`config.mk`:
```
export PLATFORM = sky130hd
export DESIGN_NAME = grf_sb
export DESIGN_NICKNAME = d
export VERILOG_FILES = /design/src/rtl/grf_pkg.sv /design/src/rtl/grf_sb_cnt.sv /design/src/rtl/grf_sb.sv
export SDC_FILE = /design/constraint.sdc
export NUM_CORES = 2
export LEC_CHECK = 0
export BUFFER_PORTS_ARGS = -buffer_cell sky130_fd_sc_hd__buf_4
export CORE_MARGIN = 3
export CORE_UTILIZATION = 45
export DETAILED_ROUTE_END_ITERATION = 8
export PLACE_DENSITY = 0.7
export REMOVE_ABC_BUFFERS = 1
export SLEW_MARGIN = 10
export SYNTH_ARGS = -nofsm -noshare
export SYNTH_HDL_FRONTEND = slang
export SYNTH_SLANG_ARGS = --single-unit
export TNS_END_PERCENT = 30
```
`constraint.sdc`:
```
create_clock -name clk -period 3.2 [get_ports clk]
set_input_delay 0.32 -clock clk [delete_from_list [all_inputs] [get_ports clk]]
set_output_delay 0.32 -clock clk [all_outputs]
set_load 0.005 [all_outputs]
```
`src/rtl/grf_pkg.sv`:
```
// Shared constants for the scoreboarded general register file.
package grf_pkg;
  localparam int DATA_W_DEF = 32;
  localparam int ADDR_W_DEF = 5;
  localparam int PEND_W_DEF = 2;
  localparam int ZERO_REG   = 0;
endpackage

```
`src/rtl/grf_sb_cnt.sv`:
```
// Per-register in-flight-write counter: +1 on issue, -1 on write, clamped at both ends.
import grf_pkg::*;

module grf_sb_cnt #(
  parameter int PEND_W = PEND_W_DEF
) (
  input  logic              clk,
  input  logic              reset,
  input  logic              inc,
  input  logic              dec,
  output logic [PEND_W-1:0] cnt
);
  localparam logic [PEND_W-1:0] CNT_MAX = '1;

  logic [PEND_W-1:0] cnt_q = '0;
  logic [PEND_W-1:0] cnt_d;

  // inc and dec together cancel; dec at zero is an untracked write
  always_comb begin
    cnt_d = cnt_q;
    if (inc && !dec && cnt_q != CNT_MAX)
      cnt_d = cnt_q + 1'b1;
    else if (dec && !inc && cnt_q != '0)
      cnt_d = cnt_q - 1'b1;
  end

  always_ff @(posedge clk) begin
    if (reset) cnt_q <= '0;
    else       cnt_q <= cnt_d;
  end

  assign cnt = cnt_q;
endmodule

```
`src/rtl/grf_sb.sv`:
```
// Register file with write bypass and per-register pending-write scoreboard.
// Define GRF_TRACE_EN to print a trace line on every effective write.
import grf_pkg::*;

module grf_sb #(
  parameter int DATA_W = DATA_W_DEF,
  parameter int ADDR_W = ADDR_W_DEF,
  parameter int PEND_W = PEND_W_DEF
) (
  input  logic              clk,
  input  logic              reset,
  input  logic [ADDR_W-1:0] ra1,
  input  logic [ADDR_W-1:0] ra2,
  output logic [DATA_W-1:0] rd1,
  output logic [DATA_W-1:0] rd2,
  output logic              busy1,
  output logic              busy2,
  input  logic              we,
  input  logic [ADDR_W-1:0] wa,
  input  logic [DATA_W-1:0] wd,
  input  logic [31:0]       pc,
  input  logic              iss_valid,
  input  logic [ADDR_W-1:0] iss_addr,
  output logic              iss_ready
);
  localparam int                DEPTH   = 1 << ADDR_W;
  localparam logic [ADDR_W-1:0] ZERO    = ADDR_W'(ZERO_REG);
  localparam logic [PEND_W-1:0] CNT_MAX = '1;
  localparam logic [PEND_W-1:0] CNT_ONE = PEND_W'(1);

  logic [DATA_W-1:0] regs_q [DEPTH] = '{default: '0};
  logic [DATA_W-1:0] regs_d [DEPTH];
  logic [PEND_W-1:0] cnt    [DEPTH];
  logic              wr_hit;
  logic              iss_acc;

  assign wr_hit  = we && (wa != ZERO);
  assign iss_acc = iss_valid && iss_ready && (iss_addr != ZERO);

  always_comb begin
    regs_d = regs_q;
    if (wr_hit) regs_d[wa] = wd;
  end

  always_ff @(posedge clk) begin
    if (reset) regs_q <= '{default: '0};
    else       regs_q <= regs_d;
  end

  assign cnt[0] = '0;

  genvar g;
  generate
    for (g = 1; g < DEPTH; g++) begin : g_cnt
      grf_sb_cnt #(.PEND_W(PEND_W)) u_cnt (
        .clk   (clk),
        .reset (reset),
        .inc   (iss_acc && (iss_addr == ADDR_W'(g))),
        .dec   (we && (wa == ADDR_W'(g))),
        .cnt   (cnt[g])
      );
    end
  endgenerate

  // A same-cycle write to a full entry frees a slot, so the issue may proceed
  assign iss_ready = !((iss_addr != ZERO) && (cnt[iss_addr] == CNT_MAX) &&
                       !(we && (wa == iss_addr)));

  always_comb begin
    rd1   = (ra1 == ZERO) ? '0 : regs_q[ra1];
    rd2   = (ra2 == ZERO) ? '0 : regs_q[ra2];
    if (wr_hit && (wa == ra1)) rd1 = wd;
    if (wr_hit && (wa == ra2)) rd2 = wd;
    busy1 = (ra1 != ZERO) && (cnt[ra1] != '0) &&
            !(we && (wa == ra1) && (cnt[ra1] == CNT_ONE));
    busy2 = (ra2 != ZERO) && (cnt[ra2] != '0) &&
            !(we && (wa == ra2) && (cnt[ra2] == CNT_ONE));
  end

`ifdef GRF_TRACE_EN
  always_ff @(posedge clk) begin
    if (!reset && wr_hit) $display("@%h: $%d <= %h", pc, wa, wd);
  end
`else
  logic unused_pc;
  assign unused_pc = ^pc;
`endif
endmodule

```
Yosys cells after proc, flatten, opt, wreduce, memory -nomap -nowiden
Index checks and enable logic that the tools add are counted.
{ "word_totals": {"mem_bits_rw": 0, "word_cells": 656, "mem_count": 0, "latch_bits": 0, "register_bits": 1086, "mem_bits_ro": 0} }
{ "op_classes": {"add_sub_neg": 62, "reduce_logical": 339, "order_cmp": 5, "shifts": 0, "eq_ne": 99, "n_mux": 84, "mul": 0, "div_mod_pow": 0, "bitwise": 4} }
{ "op_table": {"columns": ["op", "count"], "rows": [
  ["$bwmux 1024", 1],
  ["$bmux 32 s5", 2],
  ["$mux 32", 9],
  ["$logic_and 1x1->1", 203],
  ["$demux 32 s5", 1],
  ["$eq 5x5->1 const B", 32],
  ["$mux 2", 68],
  ["$reduce_bool 2->1", 64],
  ["$eq 5x4->1 const B", 16],
  ["$logic_not 1->1", 66],
  ["$add 2x1->2 const B", 31],
  ["$ne 2x2->1 const B", 31],
  ["$sub 2x1->2 const B", 31],
  ["$eq 5x3->1 const B", 8],
  ["$bmux 2 s5", 3],
  ["$ge 6x6->1 const B", 4],
  ["$not 5->6", 4],
  ["$eq 5x2->1 const B", 4],
  ["$reduce_bool 5->1", 4],
  ["$eq 5x5->1", 3],
  ["$eq 5x1->1 const B", 2],
  ["$logic_not 5->1", 2],
  ["$lt 6x1->1 const B", 1],
  ["$eq 2x1->1 const B", 2],
  ["$eq 2x2->1 const B", 1]
]} }

Longest topological paths before layout
{ "depth": {"ltp_word": 16, "depth_mapped": 11} }

Modules after synthesis
Synthesis repeated with hierarchy kept, for this count alone.
{ "unflattened": {"hier_cells": 6313, "area_unflattened_um2": 56531.7} }
{ "by_module_without_submodules": {"columns": ["mod", "instances", "seq_area_each_um2", "cells_each", "area_per_inst_um2"], "rows": [
  ["grf_sb", 1, 20499.7, 5941, 53312.4],
  ["grf_sb_cnt", 31, 40.0, 12, 103.8]
]} }

Least setup slack after synthesis
OpenSTA, ideal clock, no wires.
{ "synth_timing": {"path_kind": "input to output", "startpoint": "in ra2[0]", "endpoint": "out rd2[12]", "stages": 8, "arrival_time_ns": 2.527, "n_path_buf": 3, "slack_ns": 0.353, "required_time_ns": 2.880, "path_cell_list": "buf_2 > clkbuf_1 > buf_1 > mux4_2 > mux2_2 > a221oi_1 > a21oi_1 > a22o_1"} }
{ "synth_between": {"elab_chain_cells": 6, "word_cells_on_any_way": 9} }
{ "synth_lines": {"columns": ["element", "line", "source"], "rows": [
  ["start, declared", "grf_sb.sv:13", "input logic [ADDR_W-1:0] ra2,"],
  ["$not 5->6 (not written as such)", "grf_sb.sv:71", "rd2 = (ra2 == ZERO) ? '0 : regs_q[ra2];"],
  ["$bmux 32 s5", "grf_sb.sv:71", null],
  ["$mux 32 (not written as such) (2 in a row)", "grf_sb.sv:71", null],
  ["$mux 32", "grf_sb.sv:71", null],
  ["$mux 32 (*)", "grf_sb.sv:73", "if (wr_hit && (wa == ra2)) rd2 = wd;"],
  ["end, declared", "grf_sb.sv:15", "output logic [DATA_W-1:0] rd2,"]
]} }
Mark *: on every way between the ends. The rest lies on a longest branch, timed or not. The select of a mux whose other input is x is not followed.

Worst setup path after layout
{ "layout_timing": {"startpoint": "reg g_cnt[9].u_cnt.cnt_q[0]", "endpoint": "out busy2"} }
{ "layout_between": {"elab_chain_cells": 7, "word_cells_on_any_way": 9} }
{ "layout_lines": {"columns": ["element", "line", "source"], "rows": [
  ["start, declared", "grf_sb_cnt.sv:15", "logic [PEND_W-1:0] cnt_q = '0;"],
  ["start signal, assigned", "grf_sb_cnt.sv:29", "else cnt_q <= cnt_d;"],
  ["$bmux 2 s5 (*)", "grf_sb.sv:76, grf_sb.sv:77", null],
  ["$mux 2 (not written as such) (*) (2 in a row)", "grf_sb.sv:76, grf_sb.sv:77", null],
  ["$eq 2x1->1", "grf_sb.sv:77", "!(we && (wa == ra2) && (cnt[ra2] == CNT_ONE));"],
  ["$logic_and 1x1->1", "grf_sb.sv:77", null],
  ["$logic_not 1->1", "grf_sb.sv:77", null],
  ["$logic_and 1x1->1 (*)", "grf_sb.sv:76", "busy2 = (ra2 != ZERO) && (cnt[ra2] != '0) &&"],
  ["end, declared", "grf_sb.sv:17", "output logic busy2,"]
]} }
Marked as above.

==> run metrics <==
Core ar. 126000 sq um; status finished clean; final core utilization 51.6%; wire length of the first global-routing pass 335 mm; # fillers 11300; worst-case register-to-register setup slack 0.59 ns; DR pass1 iterations 7; number of global-route vias before repair 51300; cell area power density 474 nW/um^2; site row count 130; Reg2Reg Launch Point g_cnt[17].u_cnt.cnt[0]$_SDFFE_PP0P_; Yosys warnings 0; cell area reported after detailed placement 60900 sq um; area of the die 132000 sq um; total leakage power 21.2 nW; number of hold violations in the final report 0; overall via count from detail_route 53800; worst slack on hold paths 0.0235 ns; cell type with the highest aggregate area in the netlist dfxtp_1; delay contributed by the slowest stage of the critical path 0.47 ns; fraction of registers with async set/reset 0%; maximum vdd drop 0.000496 V; Area Growth Syn to Fin 13.5%; Post-synth EDFFs 0; Layout Nets 6416; TritonCTS clock tree built; worst-case clock skew 0.0130 ns; pin count of the biggest net entering global routing 141; setup slack after placement -0.400 ns; post-route DRC violation count 0; minimum clock period after layout 3.20 ns; most used flip-flop cell after synthesis dfxtp_1; fin crit share 99.9%; transition time at the pin with the least slew margin 1.10 ns; post-route cell area 65000 sq um; IO buf count 122; part of the Yosys area used for sequential elements 38.0%; cell types occupying the most area after synthesis dfxtp_1 38%, mux4_2 21%, nand2_1 14%; Setup crit end kind output port; Detailed Place HPWL 136 mm; headroom to the max-slew limit 26.4%; Post-Syn Instances 6478; die width 363 microns; routed wire length 231 mm; RePlAce Congestion 0.906; final setup slack of the worst path 0.00342 ns; count of boundary I/O pins 155; startpoint-to-endpoint class of the critical path register to output port; min-delay src wd[20]; maximum fanout count along the critical path 7; root buffer cell clkbuf_16; combined global-route utilization of all metal layers 34.0%; FF+latch area 21700 sq um; number of slew-limit violations in the final report 0; ordered list of cells on the worst path buf_4 > mux4_2 > mux4_2 > a211oi_1 > a21oi_1 > buf_4; RSZ-0062 raised after global routing false; area share of the leading cell type in the synthesized netlist 38.0%; launching instance or port of the critical path g_cnt[9].u_cnt.cnt[0]$_SDFFE_PP0P_; number of library cell types mapped by synthesis 63; number of levels in the clock H-tree 3; clock transition time at the flip-flop clock pins of the worst setup and hold paths 0.07 ns; FF+latch count, synth 1086; Final setup viols 0; area of combinational cells with multiple inputs 33100 sq um; antenna-violating nets left 0; maximum operating frequency 313 MHz; Clock Latency Late Sink 0.73 ns; routed len/inst 28.6 microns; cell type of the slowest stage on the worst timing path mux4_2; via-per-instance ratio 6.66; Clock Path Buffers 3; critical path required time 2.88 ns; antenna violations before repair 3; ratio of cells with drive above 1 in the final layout 20.0%; vertical extent of the die 363 microns; kind of start point of the critical path register; grt total ovfl 0; starting density of the core 45.4%; number of buffers added by the clock tree synthesis step 112; post-synthesis average cell area 8.84 sq um; post-synthesis instance area 57300 sq um; Hold WC Path Type primary input to register; drt initial violations 8211; max capacitance violation total 0; clk sinks 1086; critical path arrival 2.88 ns
[area by class of cell]
class | count | share of cell area, %
multi-input combinational | 4706 | 51.0
sequential | 1086 | 33.4
timing repair buffer | 416 | 6.16
clock buffer | 157 | 4.99
tap | 1650 | 3.18
clock inverter | 54 | 1.19
inverter | 6 | 0.0346
antenna | 1 | 0.00385
[cell usage after synthesis (all sizes together) (30+ instances only)]
library cell / instances
nand2: 2133
dfxtp: 1086
a21oi: 1071
clkbuf: 557
mux4: 543
mux2i: 177
buf: 123
o21ai: 102
nor2: 101
a211oi: 60
nor2b: 60
mux2: 53
nand2b: 39
a221oi: 34
a22o: 34
o211ai: 33
o22ai: 33
o221ai: 30
[routing by layer]
metal	vias to the layer above	part of all wire, %	wire length, microns	GRT usage [%]
met5	-	0.0048	11	0
met4	2	8.1	18700	23.3
met3	1101	14	32600	9.82
met2	4141	43	99200	50.6
met1	26100	35	80200	42.6
li1	22500	-	-	-
[placed cells by master, fill, tap and decap left out, drive strengths merged, types with 8 or more instances in the layout]
master	Yosys	routed
mux2i	177	177
o311ai	10	10
buf	123	408
dfxtp	1086	1086
nor4	9	9
o2111ai	9	9
a22o	34	34
xnor2	17	17
o21ai	102	102
mux4	543	543
a21oi	1071	1071
a211oi	60	60
nor2	101	101
clkinv	0	29
inv	6	12
o221ai	30	30
nor2b	60	60
nor4b	11	11
bufinv	0	17
clkbuf	557	158
a221oi	34	34
o211ai	33	33
xor2	12	12
mux2	53	53
nand2b	39	39
o22ai	33	33
a31oi	8	8
nand3	26	26
nand2	2133	2133
nor3	29	29
[what timing repair did]
| action | CTS | global route |
|---|---|---|
| resized for setup | 5 | 1 |
| hold buffers | 7 | 0 |
| hold endpoints to repair | 78 | 0 |
| setup endpoints to repair | 3 | 1 |
| pin swaps | 1 | 0 |
| setup buffers | 1 | 0 |
[final timing paths]
path                                              end  depth (start not counted)
setup / recovery                                busy2                          6
hold / removal               regs_q[852]$_SDFFE_PP0P_                          3
setup reg to reg  g_cnt[27].u_cnt.cnt[0]$_SDFFE_PP0P_                          8
hold reg to reg              regs_q[790]$_SDFFE_PP0P_                          2
[cells by family after synthesis]
group / share of synthesized area (%)
and+or+nand+nor: 17.1
xor gates and xnor gates: 0.444
muxes: 25.5
buffers and inverters: 4.82
AOI/OAI and AO/OA: 14.2
DFF: 38.0
[state kept, by name, summed over array words and instances, names as in the netlist]
register	count
g_cnt.u_cnt.cnt	62
regs_q	1024
[per-stage QoR]
step | setup TNS, ns | std cells | power, W
2_1_floorplan | -1.54 | 5798 | 0.0148
3_3_place_gp | -0.613 | 7856 | 0.0166
3_5_place_dp | -0.617 | 7856 | 0.0166
4_1_cts | 0 | 8075 | 0.0307
5_1_grt | 0 | 8075 | 0.0314
6_report | 0 | 8076 | 0.0308
[critical path, delay by kind of cell (launching register included)]
family | cells | cell delay [ns]
muxes | 2 | 0.92
DFF | 1 | 0.32
buffers and inverters | 2 | 0.35
AOI/OAI and AO/OA | 2 | 0.56
[report_power, final]
group	switching, W	leakage [nW]	internal (W)
clock network	0.00595	1.99	0.00845
registers	0.0000742	8.75	0.0136
logic	0.00181	10.5	0.000913
total	0.00783	21.2	0.0230
(Power assumes the default switching activity.)
